File: config.mk
export PLATFORM = sky130hd
export DESIGN_NAME = a51_sequencer
export DESIGN_NICKNAME = d
export VERILOG_FILES = /design/src/rtl/a51_sequencer.sv
export SDC_FILE = /design/constraint.sdc
export NUM_CORES = 1
export LEC_CHECK = 0
export CAP_MARGIN = 40
export CORE_UTILIZATION = 45
export CTS_CLUSTER_SIZE = 16
export DETAILED_ROUTE_END_ITERATION = 8
export PLACE_DENSITY = 0.79
export SYNTH_ARGS = -nofsm -noshare
export SYNTH_HDL_FRONTEND = slang
export SYNTH_SLANG_ARGS = --single-unit
File: constraint.sdc
create_clock -name clk -period 3.01 [get_ports clk]
set_input_delay 0.602 -clock clk [delete_from_list [all_inputs] [get_ports clk]]
set_output_delay 0.602 -clock clk [all_outputs]
set_load 0.05 [all_outputs]
File: src/rtl/a51_sequencer.sv
// a51_sequencer: one FSM that loads, mixes and runs an A5/1 register core, packs keystream into bytes.
// Build option: define A51_SEQ_LSBFIRST_EN to pack each byte LSB first (default is MSB first).
module a51_sequencer #(
    parameter int KEY_BITS   = 64,
    parameter int FRAME_BITS = 22,
    parameter int MIX_CYCLES = 100,
    parameter int OUT_BITS   = 224
) (
    input  logic                  clk,
    input  logic                  reset,
    input  logic                  start,
    input  logic [KEY_BITS-1:0]   key,
    input  logic [FRAME_BITS-1:0] frame,
    input  logic                  ks_bit,
    output logic                  lfsr_load,
    output logic                  load_bit,
    output logic                  lfsr_run,
    output logic [7:0]            byte_data,
    output logic                  byte_valid,
    input  logic                  byte_ready,
    output logic [4:0]            byte_index,
    output logic                  busy,
    output logic                  done
);

    localparam logic [9:0] KEY_LAST   = 10'(KEY_BITS - 1);
    localparam logic [9:0] FRAME_LAST = 10'(FRAME_BITS - 1);
    localparam logic [9:0] MIX_LAST   = 10'(MIX_CYCLES - 1);
    localparam logic [9:0] OUT_LAST   = 10'(OUT_BITS - 1);

    typedef enum logic [2:0] {
        S_IDLE,
        S_KEY,
        S_FRAME,
        S_MIX,
        S_OUT,
        S_DRAIN
    } state_t;

    state_t     state;
    state_t     state_nx;
    logic [9:0] stage_cnt;
    logic [2:0] pack_cnt;
    logic [7:0] pack;
    logic [7:0] pack_nx;
    logic       key_bit;
    logic       frame_bit;
    logic       stall;
    logic       capture;
    logic       byte_full;
    logic       xfer;

    assign xfer      = byte_valid & byte_ready;
    // Hold the generator only when the 8th bit would overwrite an unaccepted byte.
    assign stall     = (pack_cnt == 3'd7) & byte_valid & ~byte_ready;
    assign byte_full = capture & (pack_cnt == 3'd7);
    assign busy      = (state != S_IDLE);

`ifdef A51_SEQ_LSBFIRST_EN
    assign pack_nx = {ks_bit, pack[7:1]};
`else
    assign pack_nx = {pack[6:0], ks_bit};
`endif

    always_comb begin
        key_bit = 1'b0;
        for (int i = 0; i < KEY_BITS; i++) begin
            if (stage_cnt == 10'(i)) key_bit = key[i];
        end
    end

    always_comb begin
        frame_bit = 1'b0;
        for (int i = 0; i < FRAME_BITS; i++) begin
            if (stage_cnt == 10'(i)) frame_bit = frame[i];
        end
    end

    always_ff @(posedge clk) begin
        if (reset) state <= S_IDLE;
        else       state <= state_nx;
    end

    always_comb begin
        state_nx  = state;
        lfsr_load = 1'b0;
        lfsr_run  = 1'b0;
        load_bit  = 1'b0;
        capture   = 1'b0;
        case (state)
            S_IDLE: begin
                if (start) state_nx = S_KEY;
            end
            S_KEY: begin
                lfsr_load = 1'b1;
                load_bit  = key_bit;
                if (stage_cnt == KEY_LAST) state_nx = S_FRAME;
            end
            S_FRAME: begin
                lfsr_load = 1'b1;
                load_bit  = frame_bit;
                if (stage_cnt == FRAME_LAST) state_nx = S_MIX;
            end
            S_MIX: begin
                lfsr_run = 1'b1;
                if (stage_cnt == MIX_LAST) state_nx = S_OUT;
            end
            S_OUT: begin
                lfsr_run = ~stall;
                capture  = ~stall;
                if (~stall && (stage_cnt == OUT_LAST)) state_nx = S_DRAIN;
            end
            S_DRAIN: begin
                if (xfer) state_nx = S_IDLE;
            end
            default: state_nx = S_IDLE;
        endcase
    end

    always_ff @(posedge clk) begin
        if (reset) begin
            stage_cnt  <= 10'd0;
            pack_cnt   <= 3'd0;
            pack       <= 8'd0;
            byte_data  <= 8'd0;
            byte_valid <= 1'b0;
            byte_index <= 5'd0;
            done       <= 1'b0;
        end else begin
            done <= (state == S_DRAIN) & xfer;

            // In OUT the stage counter counts captured bits, not cycles.
            if (state_nx != state)
                stage_cnt <= 10'd0;
            else if ((state == S_KEY) || (state == S_FRAME) || (state == S_MIX) || capture)
                stage_cnt <= stage_cnt + 10'd1;

            if ((state == S_IDLE) && start) begin
                pack_cnt   <= 3'd0;
                byte_index <= 5'd0;
            end else begin
                if (capture) begin
                    pack     <= pack_nx;
                    pack_cnt <= pack_cnt + 3'd1;
                end
                if (xfer) byte_index <= byte_index + 5'd1;
            end

            if (byte_full) begin
                byte_data  <= pack_nx;
                byte_valid <= 1'b1;
            end else if (xfer) begin
                byte_valid <= 1'b0;
            end
        end
    end

endmodule

==> impl_metrics.yaml, run 1 <==
status:
  status: "finished with violations"
  violations: "negative setup slack"
setup_path:
  slowest_delay_ns: 0.55
  critPathSlowestCell: "or4_1"
  cp_max_fo: 5
  reg2reg_setup_slack_ns: 0.48
  end_kind: "primary output"
  cp.buffers_inverters: 1
  path_delay_family: "simple AND/OR/NAND/NOR gates"
  worstPathRequired_ns: 2.41
  startpoint_type: "flip-flop"
  crit_type: "reg -> out"
  arrival_ns: 2.83
  path_cells: "ha_2 > or3b_4 > nor2_4 > or4_1 > o31ai_2 > o211ai_1 > a311o_1 > nand2_2 > buf_12"
cts:
  cts_root_buffer: "clkbuf_8"
  clk_latency_ns: 0.29
  clockBufferDepth: 2
  cts_max_level: 2
  hold_buffers: 0
  cts_buffers: 5
  cts_tree: "done"
  clock_sinks: 38
  clk_pin_slew_worst_paths_ns: 0.08
logic_synthesis:
  synth.largest_area_cell: "dfxtp_1"
  synth-main-ff-cell: "dfxtp_1"
  yosys_warnings: 0
  synth.avg_cell_area_um2: 7.52
  synth-seq-area-share_pct: 24.0
  synth_area_leaders: "dfxtp_1 (24%), nand2_1 (6.0%), nor2_1 (5.9%)"
  synthCells: 421
  ys_types: 66
  synth_edf_count: 0
  ys_seq_elements: 38
  synth_nets: 519
  syn-cell-area_um2: 3170
  yosysTopAreaCellShare_pct: 24.0
  async_reset_ff_share_pct: 0
placement:
  gp_congestion: 0.968
  io_buffer_count: 109
  place_area_um2: 4910
  dp_hpwl_um: 10300
floorplanning:
  core_um2: 6790
  die_w_um: 85.9
  placementRows: 30
  die_h_um: 85.9
  dieArea_um2: 7380
  io_pins: 110
  start_util_pct: 46.6
final_layout:
  finish.instance_area_um2: 5270
  synthToLayoutAreaGrowth_pct: 66.3
  fillCellCount: 500
  final_common_cell: "clkdlybuf4s50_1"
  drive_gt1_share_pct: 26.4
  nets: 703
  final_cell_mix: "clkdlybuf4s50_1 (106), buf_4 (84), nand2_1 (48)"
  antenna_cells: 0
sta:
  timing.fmax_ghz: 0.292
  tightest_slew_ns: 0.512
  rsz0062_at_grt: "yes"
  period_needed_ns: 3.43
  worst_clock_skew_ns: 0.0114
  relSlewSlack_pct: 65.7
  slew_viol_final: 0
  period_share_pct: 114
  worst_slack_ns: -0.419
  finalSetupViolCount: 1
  final-hold-violation-count: 0
  finalSetupTns_ns: -0.419
power:
  peakVddDrop_uv: 377
  powerDensity_nw_per_um2: 230
  p_leak_nw: 2.09
drt:
  antenna_left: 0
  drc_errors: 0
  routed_wl_um: 13300
  drt_iter0_markers: 403
  viasPerCell: 6.00
  routedWlPerCell_um: 18.9
  firstDrtPassIters: 5
  num_vias: 4212
run:
  maxCapViolCount: 0
grt:
  overflow: 0
  grt_pass1_wl_um: 20800
  grt_usage_pct: 35.8
  grt_max_degree: 23
  grt_pass1_vias: 4134
  antenna_found_initial: 0
hold_path:
  hold_class: "reg -> reg"
## layout make-up
type	instances	area (um2)	area share [%]
multi-input combinational	351	2410	45.7
timing repair buffer	201	1840	34.9
sequential	38	771	14.6
tap	96	120	2.28
clock buffer	6	82.6	1.57
inverter	8	35.0	0.665
clock inverter	2	12.5	0.238
## layer usage
| metal | wire length [um] | GRT usage [%] | vias to the layer above |
|---|---|---|---|
| met5 | 0 | 0 | - |
| met1 | 5600 | 45.9 | 1960 |
| li1 | - | - | 1956 |
| met4 | 573 | 15.8 | 0 |
| met2 | 6000 | 59.2 | 242 |
| met3 | 1110 | 5.97 | 54 |
## power breakdown
| group | switching (W) | internal (W) |
|---|---|---|
| Combinational | 0.000137 | 0.000201 |
| Clock | 0.000178 | 0.000184 |
| Sequential | 0.00000661 | 0.000504 |
| Total | 0.000321 | 0.000889 |
## worst register-to-register path, delay by kind of cell, from the launching register on
family | cells | cell delay, ns
buffers and inverters | 4 | 0.68
adders and majority gates | 2 | 0.53
DFF | 1 | 0.37
AOI/OAI and AO/OA | 2 | 0.49
and+or+nand+nor | 2 | 0.37
## path summary, 6_finish.rpt
path	from	to	cells past startpoint
setup / recovery	stage_cnt[0]	load_bit	9
hold / removal	byte_data[7]	byte_data[7]	2
setup reg to reg	pack_cnt[0]	byte_data[6]	10
hold reg to reg	byte_data[7]	byte_data[7]	2
## per-stage QoR
stage | total power (W) | setup WS, ns | util (%) | hold slack, ns | instances
5_1_grt | 0.00125 | -0.513 | 77.5 | 0.474 | 702
3_3_place_gp | 0.000832 | -0.327 | 72.3 | 0.445 | 686
6_report | 0.00121 | -0.419 | 77.5 | 0.454 | 702
3_5_place_dp | 0.000832 | -0.370 | 72.3 | 0.447 | 686
2_1_floorplan | 0.000630 | 0.00722 | - | 0.443 | 421
4_1_cts | 0.00120 | -0.350 | 76.3 | 0.458 | 698
## synth_stat cells (7+ instances only)
master     n
nand3_1   25
a211oi_1   8
inv_1      7
nand3b_1   7
xor2_1    10
nand2_1   51
buf_2      7
o21ai_0   17
clkbuf_1  12
dfxtp_1   38
nor2_1    50
o22ai_1    7
ha_1       7
nand4_1    9
a31oi_1    9
mux2i_1    9
a21oi_1   28
## cell families (layout without fill, tap and decap cells)
kind of cell	after synthesis	in the layout	share of synthesized area, %
simple gates	204	204	36.0
compound gates	116	116	25.1
flops	38	38	24.0
buf+inv	32	217	5.14
xor+xnor	15	15	4.15
mux	9	9	2.84
fa+ha+maj	7	7	2.77
## sequential cells by signal (all words and copies together), names as in the netlist
| name | cells |
|---|---|
| state | 3 |
| byte_valid | 1 |
| byte_data | 8 |
| stage_cnt | 10 |
| pack_cnt | 3 |
| pack | 7 |
| done | 1 |
| byte_index | 5 |
## repair_timing
| item | CTS | global route |
|---|---|---|
| endpoints found under the setup margin | 1 | 1 |
| resized for setup | 49 | 16 |
| buffers inserted | 5 | 4 |
| pin swaps | 21 | 12 |
| endpoints found under the hold margin | 0 | 0 |
(Power assumes the default switching activity.)
==> run 2: changes to the inputs <==
clock period = 4.05 ns   (was 3.01 ns; I/O delays follow)
==> run 2 against run 1 <==
  * The flow now finishes without violations
  * Count of clock-buffer cells in the layout shrank 1
  * Design area down 14%
  * Sequential power is 26% lower
  * Critical endpoint unchanged
  * Global-route usage shrank 2.1 points
  * Final cell count down 11%
  * Critical path depth did not move
  * Worst hold slack better by 0.0016 ns
  * Combinational power down 36%
  * Flip-flop and latch count is the same
  * Total power is 19% lower
  * Core utilization decreased by 11 points
  * Highest routed layer unchanged
  * Sequential share of layout area up 2.2 points
==> impl_metrics.yaml, run 2 (synthesized netlist as in run 1, its figures left out) <==
final_layout:
  finish.instance_area_um2: 4530
  regArea_um2: 762
  post-route-util_pct: 66.7
  top_regs: "stage_cnt: 10 flops, byte_data: 8 flops, pack: 7 flops"
  drive_gt1_share_pct: 10.9
  synthToLayoutAreaGrowth_pct: 43.1
  registers.top_by_ff_count: "stage_cnt"
  nets: 628
  final_common_cell: "clkdlybuf4s50_1"
  antenna_cells: 0
  multi_input_area_um2: 2260
  fillCellCount: 577
  final_cell_mix: "clkdlybuf4s50_1 (107), nand2_1 (51), nor2_1 (49)"
  largest_reg_flops: 10
drt:
  viasPerCell: 6.32
  dr_wl_met2_um: 5700
  routed_wl_um: 12700
  routedWlPerCell_um: 20.2
  drt_iter0_markers: 546
  dr_wl_met3_um: 1330
  antenna_left: 0
  firstDrtPassIters: 6
  wl_met1_um: 5310
  drc_errors: 0
  num_vias: 3960
  topRoutingLayerUsed: "met4"
setup_path:
  startpoint_type: "flip-flop"
  crit_type: "reg -> out"
  r2r_start: "pack_cnt[0]"
  worstPathRequired_ns: 3.24
  r2r_cells: 10
  cp-startpoint: "stage_cnt[2]"
  crit_end: "load_bit"
  cp_max_fo: 13
  arrival_ns: 3.12
  reg2reg_to: "stage_cnt[3]"
  reg2reg_setup_slack_ns: 1.04
  end_kind: "primary output"
floorplanning:
  core_um2: 6790
  placementRows: 30
  dieArea_um2: 7380
  io_pins: 110
  die_h_um: 85.9
  die_w_um: 85.9
  start_util_pct: 46.6
placement:
  place_area_um2: 4370
  gp_congestion: 1.00
  io_buffer_count: 109
  dp_hpwl_um: 9780
grt:
  overflow: 0
  grt_pass1_wl_um: 19300
  grt_pass1_vias: 3667
  grt_max_degree: 23
  antenna_found_initial: 0
  grt_usage_pct: 33.7
sta:
  tightest_slew_ns: 0.801
  slew_viol_final: 0
  rsz0062_at_grt: "no"
  fin_hold_ws_ns: 0.456
  finalSetupViolCount: 0
  final-hold-violation-count: 0
  timing.fmax_ghz: 0.255
  relSlewSlack_pct: 46.4
  worst_clock_skew_ns: 0.00650
  finalSetupTns_ns: 0
  period_needed_ns: 3.93
  period_share_pct: 97.0
power:
  peakVddDrop_uv: 257
  powerDensity_nw_per_um2: 216
  p_leak_nw: 1.71
cts:
  cts_root_buffer: "clkbuf_8"
  hold_buffers: 0
  clk_pin_slew_worst_paths_ns: 0.08
  cts_buffers: 5
  cts_max_level: 2
  cts_tree: "done"
  clockBufferDepth: 2
  clock_sinks: 38
  clk_latency_ns: 0.29
status:
  status: "complete, no violations"
run:
  maxCapViolCount: 0
hold_path:
  hold_class: "reg -> reg"
[run 2: changes by cell type in the layout (fill, tap and decap cells not counted), moves of 4 or more]
cell     change
buf_4       -66
buf_6        -7
o21ai_0      +6
o21ai_1      -6
nor2_4       -5
ha_1         +4
[run 2: report_power, final]
group / leakage (nW) / switching [W] / total (W) / internal, W
Clock: 0.0683 / 0.000138 / 0.000385 / 0.000247
Combinational: 1.34 / 0.0000928 / 0.000217 / 0.000124
Sequential: 0.307 / 0.00000418 / 0.000380 / 0.000375
[run 2: repair_timing]
action	CTS	global route
setup endpoints to repair	0	1
buffers inserted	0	2
gates resized for setup	0	6
[run 2: stage by stage]
stage          cells  power [W]  worst slack (ns)
2_1_floorplan    421   0.000468             0.729
3_3_place_gp     617   0.000596             0.281
3_5_place_dp     617   0.000593             0.293
4_1_cts          625   0.000972            0.0869
5_1_grt          627    0.00101            0.0426
6_report         627   0.000981             0.122
[run 2: layout make-up]
cell class / instances / share of cell area (%)
multi-input combinational: 351 / 49.8
timing repair buffer: 126 / 27.0
sequential: 38 / 16.8
tap: 96 / 2.65
clock buffer: 5 / 1.52
clock inverter: 3 / 1.52
inverter: 8 / 0.662
[run 2: worst min path at each step]
stage	startpoint	to	slack [ns]	cells past startpoint
floorplan	pack[6]	byte_data[7]	0.44	2
global placement	byte_data[3]	byte_data[3]	0.44	2
detailed placement	byte_data[7]	byte_data[7]	0.45	2
CTS	byte_data[7]	byte_data[7]	0.46	2
global route	byte_data[5]	byte_data[5]	0.47	2
finish	byte_data[7]	byte_data[7]	0.46	2
[run 2: critical path, cell delays in order (launching register included)]
cell and delay, ns:
dfxtp_1 0.59, nor2b_1 0.57, nand2_1 0.32, o22a_1 0.29, a211oi_1 0.32, o31ai_1 0.15, o211ai_1 0.12, a311o_1 0.20
nand2_1 0.10, buf_12 0.17
[run 2: metal layers]
| metal | global-route usage, % | vias to the layer above |
|---|---|---|
| li1 | - | 1806 |
| met1 | 45.1 | 1823 |
| met2 | 55.8 | 292 |
| met3 | 5.49 | 39 |
| met4 | 9.70 | 0 |
| met5 | 0 | - |
==> run 3: changes to the inputs <==
PLACE_DENSITY = 0.8   (was 0.79)
==> run 3 against run 2 <==
  * Clock power shrank 36%
  * Worst setup slack lost 0.0072 ns
  * Register-to-register slack gained 0.43 ns
  * Core utilization shrank 1.1 points
  * Sequential power is essentially flat
  * Routed wire length shrank 6.1%
  * Worst hold slack gained 0.0045 ns
  * Critical endpoint unchanged
==> impl_metrics.yaml, run 3 (synthesized netlist as in run 1, its figures left out) <==
setup_path:
  critPathSlowestCell: "or4_1"
  end_kind: "primary output"
  worstPathRequired_ns: 3.24
  slowest_delay_ns: 0.48
  path_cells: "inv_1 > ha_1 > nor3b_2 > nand2_1 > o22ai_1 > or4_1 > o31ai_1 > o211ai_1 > a311o_1 > nand2_1 > buf_12"
  r2r_cells: 11
  crit_type: "reg -> out"
  reg2reg_to: "stage_cnt[9]"
  reg2reg_setup_slack_ns: 1.47
  worst_path_most_repeated_cell: "nand2_1"
  r2r_start: "pack_cnt[0]"
  arrival_ns: 3.13
  cp_max_fo: 5
  startpoint_type: "flip-flop"
status:
  status: "complete, no violations"
sta:
  timing.fmax_ghz: 0.254
  worst_clock_skew_ns: 0.0109
  period_needed_ns: 3.94
  worst_slack_ns: 0.115
  relSlewSlack_pct: 46.3
  final-hold-violation-count: 0
  finalSetupTns_ns: 0
  period_share_pct: 97.2
  rsz0062_at_grt: "no"
  tightest_slew_ns: 0.803
  fin_hold_ws_ns: 0.460
  finalSetupViolCount: 0
  slew_viol_final: 0
grt:
  grt_pass1_wl_um: 18500
  grt_max_degree: 23
  grt_usage_pct: 32.2
  grt_pass1_vias: 3617
  overflow: 0
  antenna_found_initial: 0
final_layout:
  antenna_cells: 0
  final_common_cell: "clkdlybuf4s50_1"
  registers.top_by_ff_count: "stage_cnt"
  largest_reg_flops: 10
  top_regs: "stage_cnt: 10 flops, byte_data: 8 flops, pack: 7 flops"
  drive_gt1_share_pct: 10.2
  synthToLayoutAreaGrowth_pct: 40.8
  nets: 626
  final_cell_mix: "clkdlybuf4s50_1 (107), nand2_1 (51), nor2_1 (49)"
cts:
  hold_buffers: 0
  cts_tree: "done"
  clk_pin_slew_worst_paths_ns: 0.07
  cts_max_level: 2
  clockBufferDepth: 2
  clock_sinks: 38
  clk_latency_ns: 0.30
  cts_root_buffer: "clkbuf_8"
  cts_buffers: 5
floorplanning:
  die_w_um: 85.9
  core_um2: 6790
  start_util_pct: 46.6
  io_pins: 110
  die_h_um: 85.9
  placementRows: 30
  dieArea_um2: 7380
power:
  powerDensity_nw_per_um2: 189
  peakVddDrop_uv: 250
  p_leak_nw: 1.68
  report.power.total_w: 0.000843
placement:
  dp_hpwl_um: 9260
  io_buffer_count: 109
  pre_cts_slack_ns: 0.291
  gp_congestion: 0.971
hold_path:
  hold_class: "reg -> reg"
  whs_path_depth: 2
  hold_start: "byte_data[4]"
  hold_end: "byte_data[4]"
drt:
  firstDrtPassIters: 7
  antenna_left: 0
  drt_iter0_markers: 309
  num_vias: 3836
  routed_wl_um: 11900
  drc_errors: 0
  viasPerCell: 6.15
  routedWlPerCell_um: 19.0
run:
  maxCapViolCount: 0
==> run 3: changes by cell type in the layout (fill, tap and decap cells not counted) <==
| cell | previous run | this run |
|---|---|---|
| buf_4 | 18 | 16 |
| clkinv_2 | 0 | 2 |
| bufinv_16 | 2 | 0 |
| dfxtp_1 | 37 | 38 |
| dfxtp_2 | 1 | 0 |
| a2111oi_0 | 3 | 2 |
| clkinv_4 | 1 | 0 |
| a2111oi_1 | 0 | 1 |
==> run 3: timing repair <==
| item | CTS | global route |
|---|---|---|
| endpoints found under the setup margin | 1 | 1 |
| gates resized for setup | 1 | 5 |
| setup buffers | 0 | 2 |
==> run 3: layout make-up <==
class,count,area [um2]
clock buffers,5,68.8
clock inverters,2,10.0
fillers,580,2330
inverters,8,30.0
multi-input cells,351,2260
flip-flops and latches,38,761
well taps,96,120
repair buffers,124,1210
==> run 3: how the worst max path moves through the flow <==
stage / to / from
global route: load_bit / stage_cnt[0]
detailed placement: load_bit / stage_cnt[0]
floorplan: load_bit / stage_cnt[1]
global placement: load_bit / key[24]
CTS: load_bit / stage_cnt[0]
finish: load_bit / stage_cnt[0]
==> run 3: routing by layer <==
layer | routed length (um) | part of all wire [%] | vias up | GRT usage, %
met4 | 486 | 4.1 | 0 | 13.5
met1 | 4810 | 41 | 1748 | 40.9
li1 | - | - | 1785 | -
met2 | 5310 | 45 | 258 | 52.7
met3 | 1270 | 11 | 45 | 6.83
met5 | 0 | 0 | - | 0
==> run 3: stage by stage <==
step | instances | area, um2 | util, %
after floorplan | 421 | 3170 | -
after global placement | 615 | 4350 | 64.0
after detailed placement | 615 | 4350 | 64.0
after CTS | 622 | 4430 | 65.2
after global routing | 624 | 4460 | 65.6
final | 624 | 4460 | 65.6
==> run 3: report_power, final <==
group | switching (W) | total, W | internal [W]
Combinational | 0.0000919 | 0.000216 | 0.000124
Sequential | 0.00000412 | 0.000380 | 0.000375
Clock | 0.000132 | 0.000248 | 0.000115
==> run 3: worst max-delay path: cells and delay by family, from the launching register on <==
kind / cells / cell delay, ns
and+or+nand+nor: 4 / 1.04
AOI/OAI and AO/OA: 4 / 0.89
DFF: 1 / 0.41
adders and majority gates: 1 / 0.26
buffers and inverters: 2 / 0.22
